<file path="config.mk">
export PLATFORM = sky130hd
export DESIGN_NAME = if_fetch_flat
export DESIGN_NICKNAME = d
export VERILOG_FILES = /design/src/rtl/if_fetch_if.sv /design/src/rtl/if_fetch.sv /design/src/flat_wrapper.sv
export SDC_FILE = /design/constraint.sdc
export NUM_CORES = 1
export LEC_CHECK = 0
export ABC_CLOCK_PERIOD_IN_PS = 4900
export BUFFER_PORTS_ARGS = -buffer_cell sky130_fd_sc_hd__buf_2
export CELL_PAD_IN_SITES_DETAIL_PLACEMENT = 0
export CELL_PAD_IN_SITES_GLOBAL_PLACEMENT = 2
export CORE_ASPECT_RATIO = 0.75
export CORE_MARGIN = 2
export CORE_UTILIZATION = 35
export DETAILED_ROUTE_END_ITERATION = 10
export HOLD_SLACK_MARGIN = 0.1
export MAX_ROUTING_LAYER = met4
export PLACE_DENSITY = 0.9
export SYNTH_ARGS = -nofsm -noshare
export SYNTH_HDL_FRONTEND = slang
export SYNTH_SLANG_ARGS = --single-unit
</file>
<file path="constraint.sdc">
create_clock -name clk -period 4.9 [get_ports clk]
set_input_delay 0 -clock clk [delete_from_list [all_inputs] [get_ports clk]]
set_output_delay 0 -clock clk [all_outputs]
set_load 0.01 [all_outputs]
</file>
<file path="src/rtl/if_fetch_if.sv">
// Fetch-to-decode channel: the head of the fetch queue, plus the ID stage's ready.
// The master side is the fetch stage; the slave side is ID.
interface if_fetch_if;
  logic        valid;
  logic        ready;
  logic [31:0] pc;
  logic [31:0] inst;
  logic        pred_taken;

  modport master (output valid, output pc, output inst, output pred_taken, input ready);
  modport slave  (input valid, input pc, input inst, input pred_taken, output ready);
endinterface

</file>
<file path="src/rtl/if_fetch.sv">
// Instruction-fetch stage: owns the PC, drives the ROM, and queues {pc, inst} for ID.
// Optional JAL predecode redirect is enabled by defining IF_JAL_PREDICT_EN.
module if_fetch #(
  parameter logic [31:0] RESET_PC = 32'h0000_0000,
  parameter int          QDEPTH   = 2
) (
  input  logic        clk,
  input  logic        rst,
  output logic        rom_ce_o,
  output logic [31:0] rom_addr_o,
  input  logic [31:0] rom_inst_i,
  input  logic        branch_flag_i,
  input  logic [31:0] branch_target_i,
  if_fetch_if.master  id
);

  localparam int PTR_W = (QDEPTH > 1) ? $clog2(QDEPTH) : 1;
  localparam int CNT_W = $clog2(QDEPTH + 1);

  typedef enum logic {IDLE, RUN} state_t;

  state_t           state_reg;
  logic [31:0]      pc_reg;
  logic [31:0]      pc_next;
  logic [PTR_W-1:0] head_reg;
  logic [PTR_W-1:0] tail_reg;
  logic [CNT_W-1:0] count_reg;

  logic [31:0] q_pc   [QDEPTH];
  logic [31:0] q_inst [QDEPTH];

  logic run;
  logic empty;
  logic full;
  logic pop;
  logic fetch;

  assign run   = (state_reg == RUN);
  assign empty = (count_reg == '0);
  assign full  = (count_reg == CNT_W'(QDEPTH));
  assign pop   = id.valid & id.ready;
  // A pop frees a slot on the same edge, so a full queue can still accept a fetch.
  assign fetch = run & ~branch_flag_i & (~full | pop);

  assign rom_ce_o   = fetch;
  assign rom_addr_o = run ? pc_reg : 32'h0;

  assign id.valid = ~empty;
  assign id.pc    = empty ? 32'h0 : q_pc[head_reg];
  assign id.inst  = empty ? 32'h0 : q_inst[head_reg];

`ifdef IF_JAL_PREDICT_EN
  logic        jal;
  logic [31:0] jal_imm;
  logic        q_pred [QDEPTH];

  assign jal     = (rom_inst_i[6:0] == 7'b1101111);
  assign jal_imm = {{11{rom_inst_i[31]}}, rom_inst_i[31], rom_inst_i[19:12],
                    rom_inst_i[20], rom_inst_i[30:21], 1'b0};
  assign pc_next = pc_reg + (jal ? jal_imm : 32'd4);
  assign id.pred_taken = ~empty & q_pred[head_reg];

  always_ff @(posedge clk) begin
    if (!rst && fetch) begin
      q_pred[tail_reg] <= jal;
    end
  end
`else
  assign pc_next       = pc_reg + 32'd4;
  assign id.pred_taken = 1'b0;
`endif

  // Queue payload carries no reset; count_reg alone decides what is valid.
  always_ff @(posedge clk) begin
    if (!rst && fetch) begin
      q_pc[tail_reg]   <= pc_reg;
      q_inst[tail_reg] <= rom_inst_i;
    end
  end

  always_ff @(posedge clk) begin
    if (rst) begin
      state_reg <= IDLE;
      pc_reg    <= RESET_PC;
      head_reg  <= '0;
      tail_reg  <= '0;
      count_reg <= '0;
    end else begin
      case (state_reg)
        IDLE: state_reg <= RUN;
        RUN: begin
          if (branch_flag_i) begin
            // Redirect wins over fetch and pop: drop everything, restart at target.
            pc_reg    <= {branch_target_i[31:2], 2'b00};
            head_reg  <= '0;
            tail_reg  <= '0;
            count_reg <= '0;
          end else begin
            if (fetch) begin
              tail_reg <= tail_reg + 1'b1;
              pc_reg   <= pc_next;
            end
            if (pop) begin
              head_reg <= head_reg + 1'b1;
            end
            if (fetch && !pop) begin
              count_reg <= count_reg + 1'b1;
            end else if (pop && !fetch) begin
              count_reg <= count_reg - 1'b1;
            end
          end
        end
        default: state_reg <= IDLE;
      endcase
    end
  end

endmodule
</file>
<file path="src/flat_wrapper.sv">
// flat-port wrapper written by rule: the top's interface ports become plain ports
module if_fetch_flat 
#(
  parameter logic [31:0] RESET_PC = 32'h0000_0000,
  parameter int          QDEPTH   = 2
)
  (clk, rst, rom_ce_o, rom_addr_o, rom_inst_i, branch_flag_i, branch_target_i, id_valid, id_pc, id_inst, id_pred_taken, id_ready);
  if_fetch_if id_i ();
  input  logic clk;
  input  logic rst;
  output logic rom_ce_o;
  output logic [31:0] rom_addr_o;
  input  logic [31:0] rom_inst_i;
  input  logic branch_flag_i;
  input  logic [31:0] branch_target_i;
  output wire logic [$bits(id_i.valid)-1:0] id_valid;
  output wire logic [$bits(id_i.pc)-1:0] id_pc;
  output wire logic [$bits(id_i.inst)-1:0] id_inst;
  output wire logic [$bits(id_i.pred_taken)-1:0] id_pred_taken;
  input wire logic [$bits(id_i.ready)-1:0] id_ready;
  assign id_valid = id_i.valid;
  assign id_pc = id_i.pc;
  assign id_inst = id_i.inst;
  assign id_pred_taken = id_i.pred_taken;
  assign id_i.ready = id_ready;
  if_fetch #(.RESET_PC(RESET_PC), .QDEPTH(QDEPTH)) u_core (.clk(clk), .rst(rst), .rom_ce_o(rom_ce_o), .rom_addr_o(rom_addr_o), .rom_inst_i(rom_inst_i), .branch_flag_i(branch_flag_i), .branch_target_i(branch_target_i), .id(id_i));
endmodule
</file>
# After elaboration in Yosys (flattened, before gate mapping)
# Memories as Yosys holds them, arrays and structs flattened. A register that Yosys moved wholly into a read port is not among the register bits.
# Index checks and enable logic that the tools add are counted.
[word_totals] ff_bits=37 ram_bits=128 mem_count=2 output_inout_bits=99
[memory_table] memory="u_core.q_inst" words=2 word_bits=32 read_ports=1 rd_ports_with_merged_regs=1 write_ports=1 line="if_fetch.sv:30" rtl="logic [31:0] q_inst [QDEPTH];"
[memory_table] memory="u_core.q_pc" words=2 word_bits=32 read_ports=1 rd_ports_with_merged_regs=1 write_ports=1 line="if_fetch.sv:29" rtl="logic [31:0] q_pc [QDEPTH];"
[classes] bitwise=7 reduce_logical=13 add_sub_neg=5 muxes=19 eq_ne=1
[ops] op="$mux 32" count=5
[ops] op="$add 32x3->32 const B" count=1
[ops] op="$mux 1" count=11
[ops] op="$mux 2" count=3
[ops] op="$reduce_and 2->1" count=3
[ops] op="$reduce_bool 2->1" count=2
[ops] op="$and 1x1->1" count=3
[ops] op="$logic_and 1x1->1" count=3
[ops] op="$logic_not 1->1" count=3
[ops] op="$not 1->1" count=3
[ops] op="$reduce_bool 3->1" count=1
[ops] op="$add 1x1->1 const B" count=2
[ops] op="$add 2x1->2 const B" count=1
[ops] op="$eq 2x2->1 const B" count=1
[ops] op="$logic_not 2->1" count=1
[ops] op="$sub 2x1->2 const B" count=1
[ops] op="$or 1x1->1" count=1

# Depth between registers and ports, before layout
# Gate-level depths: netlist (run 1).
[logic_depth] word_depth=10 depth_mapped=7

# Worst setup path before layout (run 1)
# OpenSTA, ideal clock, no wires.
[synth_path] path_kind="flip-flop to flip-flop" from="reg u_core.state_reg, in the netlist u_core.run" to="mem u_core.q_inst[0][0] (enable)" n_path_buf=1 t_arrival_ns=3.581 synth_period_minus_slack_ns=4.063 setup_slack_ns=0.837 t_required_ns=4.418 stages_incl_launch_ff=5 setup_time_ns=0.482 cell_sequence="dfxtp_1 and2b_1 nand3_2 buf_4 nor2_1"
[synth_via] elab_chain_len=5
[synth_lines] element="start: declaration" line="if_fetch.sv:22" rtl="state_t state_reg;"
[synth_lines] element="start signal: assignment" line="if_fetch.sv:83" rtl="state_reg <= IDLE;"
[synth_lines] element="start signal: assignment" line="if_fetch.sv:90" rtl="IDLE: state_reg <= RUN;"
[synth_lines] element="start signal: assignment" line="if_fetch.sv:113" rtl="default: state_reg <= IDLE;"
[synth_lines] element="$and 1x1->1 (2 in series)" line="if_fetch.sv:43" rtl="assign fetch = run & ~branch_flag_i & (~full | pop);"
[synth_lines] element="$logic_and 1x1->1" line="if_fetch.sv:75" rtl="if (!rst && fetch) begin"
[synth_lines] element="$mux 1" line="if_fetch.sv:75"
[synth_lines] element="$mux 1 (implied by the code)" line="if_fetch.sv:77" rtl="q_inst[tail_reg] <= rom_inst_i;"
[synth_lines] element="end: declaration" line="if_fetch.sv:30"
# No other way between the ends.

# Final worst setup path (run 1)
[layout_path] from="reg u_core.pc_reg[2]" to="reg u_core.pc_reg[18]"
[layout_via] elab_chain_len=3
[layout_lines] element="start: declaration" line="if_fetch.sv:23" rtl="logic [31:0] pc_reg;"
[layout_lines] element="start signal: assignment" line="if_fetch.sv:94" rtl="pc_reg <= {branch_target_i[31:2], 2'b00};"
[layout_lines] element="start signal: assignment" line="if_fetch.sv:101" rtl="pc_reg <= pc_next;"
[layout_lines] element="$add 32x3->32" line="if_fetch.sv:69" rtl="assign pc_next = pc_reg + 32'd4;"
[layout_lines] element="$mux 32" line="if_fetch.sv:99" rtl="if (fetch) begin"
[layout_lines] element="$mux 32" line="if_fetch.sv:92" rtl="if (branch_flag_i) begin"
# No other way between the ends. The select of a mux whose other input is x is not followed.
# A chain may end at the register's enable or synchronous reset.

==> results.json, run 1 <==
{
  "run_status": "completed",
  "syn_area_um2": 7060,
  "vias_per_cell": 5.05,
  "die_w_um": 168,
  "synth_top_area_share_pct": 52.7,
  "critPathArrivalTime_ns": 3.01,
  "syn_inst": 588,
  "rows": 44,
  "fin_crit_ns": 2.70,
  "path_class": "flip-flop to flip-flop",
  "max_freq_mhz": 370,
  "leakage_nw": 3.58,
  "worst_hold_path.endpoint": "u_core.pc_reg[16]$_SDFFE_PP0P_",
  "ys_warn_count": 0,
  "track_usage_pct": 17.9,
  "port-buffer-count": 159,
  "drt_iter0_markers": 494,
  "synth-seq-cells": 160,
  "yosys-top-cells-count": "124 x edfxtp_1, 92 x nor2_1, 66 x mux2i_1",
  "synthTopCellsByArea": "edfxtp_1 53%, dfxtp_1 10%, mux2i_1 9.4%",
  "fin_setup_tns_ns": 0,
  "die_y_um": 127,
  "worst_r2r_startpoint": "u_core.pc_reg[2]$_SDFFE_PP0P_",
  "reg2reg_to": "u_core.pc_reg[18]$_SDFFE_PP0P_",
  "synth_edf_count": 124,
  "numCtsBuffers": 17,
  "grt-ovfl-total": 0,
  "grt_use_met2_pct": 27.8,
  "drv_slew": 0,
  "antenna_found_initial": 0,
  "final_nets": 878,
  "use_met3_pct": 4.40,
  "largest_register_ffs": 64,
  "critPathRequiredTime_ns": 5.21,
  "vias": 5429,
  "reg2reg_slack_ns": 2.20,
  "tightest_slew_ns": 1.21,
  "met1_usage_pct": 24.0,
  "drc_errors": 0,
  "yosysTopAreaCell": "edfxtp_1",
  "peakVddDrop_v": 0.000213,
  "area_delta_synth_final_pct": 32.2,
  "grt_pass1_wl_um": 28600,
  "synthArstFlopShare_pct": 0,
  "path_clk_slew_ns": 0.07,
  "relSlewSlack_pct": 19.3,
  "period_share_pct": 55.1,
  "cts.sinks": 160,
  "clock_latency_ns": 0.42,
  "drt_wl_total_um": 18400,
  "rsz0062_at_grt": "false",
  "setup_viol": 0,
  "dominantRegCellSynth": "edfxtp_1",
  "die-area_um2": 21300,
  "fin_area_um2": 9340,
  "start_kind": "flip-flop",
  "dp_hpwl_um": 11700,
  "synth.avg_cell_area_um2": 12.0,
  "p_per_area_nw_per_um2": 330,
  "htreeDepth": 4,
  "grt_max_degree": 63,
  "dpl_cell_area_um2": 8060,
  "cp_max_fo": 8,
  "min_from": "branch_flag_i",
  "worstHoldPathType": "primary input to flip-flop",
  "grt_pass1_vias": 5323,
  "clockBufferDepth": 2,
  "end_kind": "flip-flop",
  "routabilityCongestion": 0.817,
  "grt_busiest_layer": "met2",
  "core_area_um2": 19500,
  "ant_nets": 0,
  "ys_types": 61,
  "maxCapViolCount": 0,
  "yosysSeqAreaShare_pct": 62.9,
  "layout-drive-gt1-share_pct": 25.5,
  "cts_root_buffer": "clkbuf_16",
  "avgRoutedWirePerCell_um": 17.1,
  "reg2reg_depth": 7,
  "hold_viol": 0,
  "start_util_pct": 36.1,
  "skew_ns": 0.0106,
  "io_pins": 167,
  "min_delay_path_depth": 3,
  "dr.pass1.iters": 6,
  "cts_tree": "done",
  "yosysMostFrequentCell": "edfxtp_1"
}
-- how the worst max path moves through the flow --
stage / startpoint / end
3_5_place_dp: u_core.run$_DFF_P_ / u_core.pc_reg[17]$_SDFFE_PP0P_
3_3_place_gp: u_core.run$_DFF_P_ / u_core.pc_reg[17]$_SDFFE_PP0P_
6_report: u_core.pc_reg[2]$_SDFFE_PP0P_ / u_core.pc_reg[18]$_SDFFE_PP0P_
2_1_floorplan: u_core.run$_DFF_P_ / u_core.q_inst[0][0]$_DFFE_PP_
4_1_cts: u_core.pc_reg[2]$_SDFFE_PP0P_ / u_core.pc_reg[18]$_SDFFE_PP0P_
5_1_grt: u_core.pc_reg[3]$_SDFFE_PP0P_ / u_core.pc_reg[18]$_SDFFE_PP0P_
-- layout by cell type (no fill, tap or decap), types with 4 or more instances in the layout --
| master | count |
|---|---|
| buf_2 | 159 |
| edfxtp_1 | 124 |
| nor2_1 | 90 |
| dlygate4sd3_1 | 71 |
| mux2i_1 | 66 |
| nand2_1 | 39 |
| dfxtp_1 | 35 |
| and2_1 | 30 |
| o21ai_0 | 21 |
| a21oi_1 | 20 |
| clkbuf_16 | 17 |
| nand3_1 | 13 |
| inv_1 | 11 |
| nand4_1 | 11 |
| a31oi_1 | 9 |
| a22oi_1 | 6 |
| o21ai_1 | 6 |
| conb_1 | 5 |
| a211oi_1 | 4 |
| xor2_1 | 4 |
| and3_1 | 4 |
| nor3_1 | 4 |
| clkinvlp_4 | 4 |
| inv_6 | 4 |
-- logic make-up (layout without fill, tap and decap cells) --
group	count (synthesis)	after routing	share of synthesized area, %
multiplexers	66	66	9.35
buffers and inverters	46	276	3.01
adder cells (fa/ha/maj)	1	1	0.177
XOR/XNOR	6	6	0.744
AO/OA/AOI/OAI	91	91	8.31
flip-flops	160	160	62.9
AND/OR/NAND/NOR	217	217	15.4
other	1	6	0.0531
-- cell type report --
class                   count  area [um2]
clock inverters            14         133
diodes                      1        2.50
fillers                  1819       10200
repair buffers            233        1530
inverters                  11        41.3
clock buffers              18         429
multi-input cells         386        2440
flip-flops and latches    160        4450
well taps                 253         317
-- power breakdown --
group | total (mW) | switching, mW | internal, mW | leakage [nW]
combinational | 0.264 | 0.142 | 0.123 | 1.91
sequential | 1.56 | 0.0499 | 1.51 | 1.41
clock | 1.26 | 0.557 | 0.707 | 0.263
-- per-layer routing --
layer | vias to the layer above | wire length (um)
li1 | 2589 | -
met1 | 2607 | 8540
met5 | - | 0
met4 | 0 | 165
met3 | 14 | 1280
met2 | 219 | 8450
-- critical path, stage by stage (launching register included) --
cell and delay, ns:
dfxtp_1 0.48, ha_1 0.30, nand4_2 0.26, nor4_2 0.59, nand2_1 0.13, xor2_1 0.14, o22ai_1 0.09, dlygate4sd3_1 0.58
-- stage by stage --
stage | cells | power, mW | worst slack, ns | util [%] | hold WS (ns)
2_1_floorplan | 592 | 1.70 | 0.837 | - | 0.0989
3_3_place_gp | 972 | 1.80 | 2.39 | 41.3 | 0.189
3_5_place_dp | 972 | 1.81 | 2.39 | 41.3 | 0.191
4_1_cts | 1075 | 3.11 | 2.23 | 47.8 | 0.101
5_1_grt | 1075 | 3.20 | 2.03 | 47.8 | 0.176
6_report | 1076 | 3.09 | 2.20 | 47.8 | 0.133
-- timing repair --
action / CTS / global route
endpoints found under the setup margin: 0 / 0
setup buffers: 0 / 0
hold buffers: 71 / 0
gates resized for setup: 0 / 0
hold endpoints to repair: 100 / 0
Power figures use the tool's default switching activity.
==> run 2, diff against run 1 <==
--- a/config.mk
+++ b/config.mk
@@ -5,7 +5,7 @@
 export SDC_FILE = /design/constraint.sdc
 export NUM_CORES = 1
 export LEC_CHECK = 0
-export ABC_CLOCK_PERIOD_IN_PS = 4900
+export ABC_CLOCK_PERIOD_IN_PS = 2800
 export BUFFER_PORTS_ARGS = -buffer_cell sky130_fd_sc_hd__buf_2
 export CELL_PAD_IN_SITES_DETAIL_PLACEMENT = 0
 export CELL_PAD_IN_SITES_GLOBAL_PLACEMENT = 2
==> constraint.sdc (replaced) <==
create_clock -name clk -period 2.8 [get_ports clk]
set_input_delay 0 -clock clk [delete_from_list [all_inputs] [get_ports clk]]
set_output_delay 0 -clock clk [all_outputs]
set_load 0.01 [all_outputs]
==> run 2 against run 1 <==
  * Critical path depth stayed put
  * Non-clock buffer count is 10 higher
  * Clock skew is 0.0032 ns lower
  * Critical path type unchanged
  * Critical endpoint is now u_core.pc_reg[14]$_SDFFE_PP0P_
  * Largest power group unchanged
==> results.json, run 2 (synthesis results as in run 1) <==
{
  "worstHoldPathType": "primary input to flip-flop",
  "avgRoutedWirePerCell_um": 17.4,
  "die_w_um": 168,
  "grt-ovfl-total": 0,
  "final_cell_mix": "159 x buf_2, 124 x edfxtp_1, 90 x nor2_1, 70 x dlygate4sd3_1, 66 x mux2i_1",
  "slowest_delay_ns": 0.57,
  "grt_max_degree": 63,
  "clock_latency_ns": 0.43,
  "fin_crit_ns": 2.57,
  "max_freq_mhz": 390,
  "drc_errors": 0,
  "antenna_found_initial": 0,
  "start_util_pct": 36.1,
  "grt_pass1_wl_um": 29100,
  "run_status": "completed",
  "final_nets": 888,
  "critPathRequiredTime_ns": 3.17,
  "cts_root_buffer": "clkbuf_16",
  "path_cells": "ha_1 -> nand4_2 -> nor2_1 -> nand4_1 -> or3_1 -> a41oi_2 -> dlygate4sd3_1",
  "cpLargestDelayFamily": "simple AND/OR/NAND/NOR gates",
  "worst_hold_path.endpoint": "u_core.q_inst[0][25]$_DFFE_PP_",
  "drv_slew": 0,
  "maxCapViolCount": 0,
  "htreeDepth": 4,
  "vias": 5480,
  "reg2reg_to": "u_core.pc_reg[14]$_SDFFE_PP0P_",
  "rows": 44,
  "min_delay_path_depth": 2,
  "die-area_um2": 21300,
  "critPathArrivalTime_ns": 2.94,
  "nFillCells": 1726,
  "drt_wl_total_um": 18800,
  "period_share_pct": 91.6,
  "vias_per_cell": 5.05,
  "largest_register_ffs": 64,
  "numCtsBuffers": 17,
  "peakVddDrop_v": 0.000340,
  "start_kind": "flip-flop",
  "area_delta_synth_final_pct": 34.3,
  "clockBufferDepth": 2,
  "reg2reg_slack_ns": 0.23,
  "cts.sinks": 160,
  "dpl_cell_area_um2": 8210,
  "fin_area_um2": 9480,
  "routabilityCongestion": 0.817,
  "path_class": "flip-flop to flip-flop",
  "p_per_area_nw_per_um2": 574,
  "drt_iter0_markers": 311,
  "worst_r2r_startpoint": "u_core.pc_reg[2]$_SDFFE_PP0P_",
  "die_y_um": 127,
  "min_from": "rom_inst_i[25]",
  "skew_ns": 0.00742,
  "end_kind": "flip-flop",
  "dp_hpwl_um": 12500,
  "port-buffer-count": 159,
  "post-route-util_pct": 48.5,
  "crit_slowest_cell": "dlygate4sd3_1",
  "final_common_cell": "buf_2",
  "dr.pass1.iters": 5,
  "tightest_slew_ns": 0.709,
  "antenna_cells": 0,
  "setup_viol": 0,
  "grt_pass1_vias": 5402,
  "io_pins": 167,
  "postCtsSetupBuffers": 0,
  "reg2reg_depth": 7,
  "path_clk_slew_ns": 0.07,
  "rsz0062_at_grt": "false",
  "cts_tree": "done",
  "leakage_nw": 3.66,
  "relSlewSlack_pct": 52.7,
  "multi_input_area_um2": 2440,
  "layout-drive-gt1-share_pct": 26.8,
  "ant_nets": 0,
  "track_usage_pct": 18.3,
  "regArea_um2": 4450,
  "hold_viol": 0,
  "cp_max_fo": 8,
  "fin_setup_tns_ns": 0,
  "core_area_um2": 19500,
  "path_buf_inv": 1
}
==> run 2: changes by cell type in the layout (fill, tap and decap cells not counted), moves of 2 or more <==
cell | before | now
clkinvlp_4 | 4 | 1
inv_6 | 4 | 6
inv_8 | 1 | 5
buf_4 | 3 | 9
buf_12 | 0 | 5
==> run 2: layout make-up <==
cell class              instances  area share, %
repair buffers                243           17.5
clock inverters                15           1.58
well taps                     253           3.34
inverters                      11          0.435
clock buffers                  17           4.49
multi-input cells             386           25.7
flip-flops and latches        160           46.9
==> run 2: power breakdown <==
group | internal [mW] | leakage, nW | switching, mW
Combinational | 0.224 | 1.97 | 0.257
Sequential | 2.63 | 1.41 | 0.0821
Clock | 1.19 | 0.282 | 1.06
Total | 4.05 | 3.66 | 1.40
==> run 2: metal layers <==
layer,vias to the layer above,global-route usage [%],share of wire [%]
met5,-,-,0
met3,28,4.31,6.0
li1,2599,-,-
met4,0,6.55,1.9
met2,202,27.9,46
met1,2651,24.1,46
==> run 2: worst max path at each step <==
stage / cells after the start / to / start
finish: 7 / u_core.pc_reg[14]$_SDFFE_PP0P_ / u_core.pc_reg[2]$_SDFFE_PP0P_
global route: 7 / u_core.pc_reg[14]$_SDFFE_PP0P_ / u_core.pc_reg[2]$_SDFFE_PP0P_
CTS: 7 / u_core.pc_reg[14]$_SDFFE_PP0P_ / u_core.pc_reg[2]$_SDFFE_PP0P_
detailed placement: 6 / u_core.pc_reg[30]$_SDFFE_PP0P_ / u_core.pc_reg[2]$_SDFFE_PP0P_
global placement: 6 / u_core.pc_reg[30]$_SDFFE_PP0P_ / u_core.pc_reg[2]$_SDFFE_PP0P_
floorplan: 3 / u_core.q_inst[1][0]$_DFFE_PP_ / u_core.run$_DFF_P_
==> run 2: per-stage QoR <==
stage                     power [mW]  worst slack (ns)  instances  hold WS (ns)
after global placement          3.16             0.673        983         0.190
final                           5.45             0.234       1085         0.295
after global routing            5.66            0.0827       1085         0.280
after floorplan                 2.97             0.474        592        0.0989
after CTS                       5.50             0.295       1085         0.276
after detailed placement        3.18             0.610        983         0.192
==> run 2: timing repair <==
action / in CTS / in global routing
hold buffers: 70 / 0
endpoints found under the hold margin: 100 / 0
gates resized for setup: 0 / 0
==> run 2: worst register-to-register path, cell delays in order, from the launching register on <==
cell,delay [ns]
dfxtp_1,0.44
ha_1,0.29
nand4_2,0.26
nor2_1,0.28
nand4_1,0.15
or3_1,0.35
a41oi_2,0.17
dlygate4sd3_1,0.57
